<file path="src/rtl/if_fetch_unit_pkg.sv">
// if_fetch_unit_pkg: shared fetch-stage types and constants
package if_fetch_unit_pkg;
    typedef enum logic [2:0] {
        IDLE,
        REQ,
        WAIT,
        PRESENT,
        DRAIN
    } fetch_state_t;
    localparam logic [31:0] NOP_INSTR = 32'h0;
    localparam logic [31:0] PC_INC = 32'd4;
endpackage

</file>
<file path="src/rtl/if_fetch_unit_timeout_ctr.sv">
// fetch_timeout_ctr: counts cycles spent waiting on a memory response
module fetch_timeout_ctr #(
    parameter int TIMEOUT_CYC = 64
) (
    input  logic clk,
    input  logic rst,
    input  logic clear,
    input  logic enable,
    output logic expired
);
    localparam int W = $clog2(TIMEOUT_CYC);
    logic [W-1:0] cnt;
    // restart on acceptance; wrap at expiry so a held DRAIN keeps timing out cleanly
    always_ff @(posedge clk or posedge rst)
        if (rst) cnt <= '0;
        else if (clear) cnt <= '0;
        else if (enable) cnt <= expired ? '0 : cnt + 1'b1;
    assign expired = cnt == W'(TIMEOUT_CYC - 1);
endmodule

</file>
<file path="src/rtl/if_fetch_unit.sv">
// if_fetch_unit: PC owner and instruction-memory fetch FSM feeding the IF/ID register
module if_fetch_unit
    import if_fetch_unit_pkg::*;
#(
    parameter logic [31:0] BOOT_ADDR = 32'h0,
    parameter int TIMEOUT_CYC = 64
) (
    input  logic        clk,
    input  logic        rst,
    input  logic        freeze_in,
    input  logic        branch_taken,
    input  logic [31:0] branch_addr,
    output logic        imem_req,
    output logic [31:0] imem_addr,
    input  logic        imem_ready,
    input  logic        imem_rvalid,
    input  logic [31:0] imem_rdata,
    output logic [31:0] pc_out,
    output logic [31:0] instruction_out,
    output logic        fetch_stall,
    output logic        fetch_error
);
    fetch_state_t state;
    logic [31:0] pc, buffer;
    logic expired;
    logic accept;
    assign accept = state == REQ && imem_ready;
    fetch_timeout_ctr #(.TIMEOUT_CYC(TIMEOUT_CYC)) u_timeout (
        .clk(clk),
        .rst(rst),
        .clear(accept),
        .enable(state == WAIT || state == DRAIN),
        .expired(expired)
    );
    // fetch FSM: branch redirects first, then response capture, then timeout/advance
    always_ff @(posedge clk or posedge rst)
        if (rst) begin
            state <= IDLE;
            pc <= BOOT_ADDR;
            buffer <= NOP_INSTR;
            fetch_error <= 1'b0;
        end else begin
            if (branch_taken) pc <= branch_addr;
            case (state)
                IDLE: state <= REQ;
                REQ:
                    if (branch_taken) state <= imem_ready ? DRAIN : REQ;
                    else if (imem_ready) state <= WAIT;
                WAIT:
                    if (branch_taken) state <= imem_rvalid ? REQ : DRAIN;
                    else if (imem_rvalid) begin
                        buffer <= imem_rdata;
                        state <= PRESENT;
                    end else if (expired) begin
                        fetch_error <= 1'b1;
                        state <= REQ;
                    end
                PRESENT:
                    if (branch_taken) state <= REQ;
                    else if (!freeze_in) begin
                        pc <= pc + PC_INC;
                        state <= REQ;
                    end
                DRAIN:
                    if (imem_rvalid) state <= REQ;
                    else if (expired && !branch_taken) begin
                        fetch_error <= 1'b1;
                        state <= REQ;
                    end
                default: state <= IDLE;
            endcase
        end
    assign imem_req = state == REQ;
    assign imem_addr = pc;
    assign pc_out = pc + PC_INC;
    assign fetch_stall = state != PRESENT;
    assign instruction_out = state == PRESENT ? buffer : NOP_INSTR;
endmodule

</file>
<file path="config.mk">
export PLATFORM = sky130hd
export DESIGN_NAME = if_fetch_unit
export DESIGN_NICKNAME = d
export VERILOG_FILES = /design/src/rtl/if_fetch_unit_pkg.sv /design/src/rtl/if_fetch_unit_timeout_ctr.sv /design/src/rtl/if_fetch_unit.sv
export SDC_FILE = /design/constraint.sdc
export NUM_CORES = 1
export LEC_CHECK = 0
export BUFFER_PORTS_ARGS = -buffer_cell sky130_fd_sc_hd__buf_2
export CAP_MARGIN = 20
export CELL_PAD_IN_SITES_DETAIL_PLACEMENT = 1
export CELL_PAD_IN_SITES_GLOBAL_PLACEMENT = 2
export CORE_UTILIZATION = 29
export CTS_CLUSTER_DIAMETER = 80
export DETAILED_ROUTE_END_ITERATION = 10
export PLACE_DENSITY_LB_ADDON = 0.1
export SKIP_LAST_GASP = 1
export SYNTH_ARGS = -nofsm -noshare
export SYNTH_HDL_FRONTEND = slang
export SYNTH_SLANG_ARGS = --single-unit
</file>
<file path="constraint.sdc">
create_clock -name clk -period 2.66 [get_ports clk]
set_clock_uncertainty 0.15 [all_clocks]
set_input_delay 0.266 -clock clk [delete_from_list [all_inputs] [get_ports clk]]
set_output_delay 0.266 -clock clk [all_outputs]
set_load 0.05 [all_outputs]
</file>
==> metrics.log <==
INFO  metric io-pin-count = 169
INFO  metric drt_first_iter_violations = 176
INFO  metric ratio_of_cells_with_drive_above_1_in_the_final_layout = 45.39%
INFO  metric route.detailed.wl_per_inst = 17.44 microns
INFO  metric share_of_the_synthesized_area_in_compound_gates_ao_oa_aoi_oai = 11.29%
INFO  metric highest-signal-layer = met5
INFO  metric initial_utilization = 30.20%
INFO  metric synthesis.area_per_instance = 9.225 sq um
INFO  metric timing.critical_path.fanout_max = 8
INFO  metric ir_drop = 0.4656 mV
INFO  metric worstHoldPathCells = 3
INFO  metric worst-r2r-cell-count = 5
INFO  metric area_growth_syn_to_layout = 50.15%
INFO  metric clockBufferDepth = 2
INFO  metric cts_root_buf = clkbuf_16
INFO  metric end_kind = output pin
INFO  metric via_count = 4558
INFO  metric grt_use_total = 20.64%
INFO  metric arrival = 2190 ps
INFO  metric synth.cell_area = 4456 sq um
INFO  metric crit-reg2reg-launch = imem_addr[13]$_DFF_PP0_
INFO  metric rows = 44
INFO  metric grt_pass1_vias = 4904
INFO  metric most-common-layout-cells = buf_2 (157), dfrtp_1 (55), buf_4 (45)
INFO  metric final_layout_worst_hold_slack = 9.182 ps
INFO  metric ys_async_sr_fraction = 100.0%
INFO  metric viasPerCell = 5.121
INFO  metric floorplan.core_area = 14750 sq um
INFO  metric run_status = complete, no violations
INFO  metric setup_violators_final = 0
INFO  metric drt_first_pass_iters = 4
INFO  metric cp_startpoint_kind = flip-flop
INFO  metric maxSlewViolCount = 0
INFO  metric grt_pass1_wl = 25.69 mm
INFO  metric cts_buffer_count = 9
INFO  metric wl_met3 = 730 microns
INFO  metric required = 2240 ps
INFO  metric power_per_standard_cell_area = 787.2 nW/um^2
INFO  metric worstHoldPathType = in -> reg
INFO  metric wl_met1 = 6.604 mm
INFO  metric die_height = 126.0 microns
INFO  metric postSynthNetCount = 555
INFO  metric antenna_found_initial = 3
INFO  metric number_of_flops_mapped_to_enable_cells_by_yosys = 0
INFO  metric synth_cell_types = 48
INFO  metric holdCritStartpoint = branch_addr[10]
INFO  metric global_route.overflow_total = 0
INFO  metric design.die.area = 15860 sq um
INFO  metric commonest_non_fill_non_tap_cell_in_the_layout = buf_2
INFO  metric synth-xor-area-share = 7.666%
INFO  metric ys_dominant_reg_cell = dfrtp_1
INFO  metric muxShareOfSynthArea = 8.818%
INFO  metric synth_seq_area_share = 41.56%
INFO  metric h-tree-depth = 3
INFO  metric synthesis.instances = 483
INFO  metric destination_of_the_worst_hold_path = imem_addr[10]$_DFF_PP0_
INFO  metric tritoncts = done
INFO  metric regToRegSetupSlack = 320 ps
INFO  metric cts_clock_pin_slew_for_the_worst_setup_and_hold_paths = 60 ps
INFO  metric totalPowerFinal = 5.267 mW
INFO  metric timing_worst_slew_pin_value = 624.6 ps
INFO  metric clock_period_minus_final_worst_setup_slack = 2604 ps
INFO  metric synth-seq-cells = 74
INFO  metric leakagePower = 3.154 nW
INFO  metric rsz0062_at_grt = yes
INFO  metric post_synth_and_or_nand_nor_area_fraction = 24.99%
INFO  metric worstReg2RegEnd = imem_addr[31]$_DFF_PP0_
INFO  metric max_slew_margin = 57.97%
INFO  metric design.final.nets = 772
INFO  metric ys_warn_count = 0
INFO  metric drtAntennaViolNets = 0
INFO  metric critical_path_class = reg -> out
INFO  metric largest_family_of_logic_cells_by_synthesized_area = simple AND/OR/NAND/NOR gates
INFO  metric io_buffer_count = 168
INFO  metric min_period_over_period = 97.89%
INFO  metric grt_max_degree = 49
INFO  metric synthAdderAreaFrac = 0.5616%
INFO  metric drv_cap = 0
INFO  metric clk_latency = 350 ps
INFO  metric hold_viol_final = 0
INFO  metric tritoncts_num_sinks = 74
INFO  metric met2RoutedLength = 7.853 mm
INFO  metric gpl.final_weighted_congestion = 0.7719
INFO  metric max_clock_freq = 384.0 MHz
INFO  metric dp_hpwl = 11.17 mm
INFO  metric drt_wl_total = 15.52 mm
INFO  metric floorplan.die.width = 126.0 microns
INFO  metric remaining_drc_errors = 0
## synth_stat cells (3+ instances only)
cell	n	area share, %
dfrtp_1	74	42
and3_1	36	5.1
mux2_2	34	8.6
nor2_1	34	2.9
clkbuf_1	29	2.4
nand2_1	29	2.4
o21ai_0	22	2.5
nand3_1	21	2.4
xor2_1	20	3.9
or4_1	19	3.2
xnor2_1	19	3.7
a31oi_1	18	2.5
o31ai_1	14	2.4
nand4_1	13	1.8
buf_2	11	1.2
inv_1	11	0.93
nor3_1	10	1.1
a21oi_1	9	1.0
or3_1	8	1.1
nor4_1	7	0.98
nand2b_1	4	0.56
and2_1	3	0.42
and4_1	3	0.59
buf_4	3	0.51
nor2b_1	3	0.42
## worst max-delay path, cell delays in order, from the launching register on
cell,delay (ps)
dfrtp_2,450
nand4_1,100
or4_4,620
buf_4,200
nor2_2,140
xor2_2,150
buf_6,170
## sequential cells by signal, indices dropped and copies added, names as in the netlist
signal,flops
fetch_error,1
state,3
imem_addr,32
buffer,32
u_timeout.cnt,6
## worst max-delay path by stage
| stage | from | endpoint | slack [ps] | cells past startpoint |
|---|---|---|---|---|
| 6_report | imem_addr[13]$_DFF_PP0_ | pc_out[19] | 60 | 6 |
| 5_1_grt | imem_addr[21]$_DFF_PP0_ | pc_out[31] | -30 | 5 |
| 3_3_place_gp | imem_addr[8]$_DFF_PP0_ | pc_out[19] | 220 | 6 |
| 3_5_place_dp | imem_addr[8]$_DFF_PP0_ | pc_out[19] | 200 | 6 |
| 4_1_cts | imem_addr[8]$_DFF_PP0_ | pc_out[19] | -50 | 6 |
| 2_1_floorplan | imem_addr[13]$_DFF_PP0_ | pc_out[22] | -90 | 5 |
## stage by stage
step | setup slack, ps | area [sq um] | std cells | setup TNS, ps | util (%)
global placement | 216.7 | 5866 | 831 | 0 | 39.76
finish | 56.09 | 6690 | 890 | 0 | 45.34
detailed placement | 201.0 | 5866 | 831 | 0 | 39.76
global route | -27.95 | 6688 | 889 | -54.15 | 45.33
floorplan | -85.39 | 4666 | 483 | -114.9 | -
CTS | -48.77 | 6610 | 888 | -53.95 | 44.80
## layer usage
metal	global-route usage (%)	vias to the layer above
met4	8.150	2
met1	24.92	2240
met2	35.78	114
met5	0	-
met3	4.418	19
li1	-	2183
## timing repair
item | in CTS | in global routing
gates resized for setup | 14 | 21
setup buffers | 2 | 1
pin swaps | 0 | 3
hold endpoints to repair | 64 | 0
endpoints found under the setup margin | 17 | 16
hold buffers | 39 | 0
## power breakdown
part	switching [mW]	total, mW	internal, mW	leakage (nW)
Combinational	1.60	2.41	0.809	2.14
Clock	0.536	1.20	0.666	0.135
Sequential	0.207	1.66	1.45	0.883
Total	2.34	5.27	2.92	3.15
## cell families after synthesis
| kind of cell | after synthesis |
|---|---|
| xor+xnor | 39 |
| flops | 74 |
| buf+inv | 54 |
| simple gates | 200 |
| fa+ha+maj | 2 |
| compound gates | 79 |
| mux | 35 |
## final cells by class
cell class / count / area [sq um]
Inverter: 11 / 42.54
Sequential cell: 74 / 1876
Clock inverter: 6 / 50.05
Antenna cell: 1 / 2.502
Multi-Input combinational cell: 355 / 2656
Clock buffer: 10 / 239.0
Fill cell: 1745 / 8064
Timing Repair Buffer: 249 / 1594
Tap cell: 184 / 230.2
Note: power is estimated with default switching activity, not from simulation.
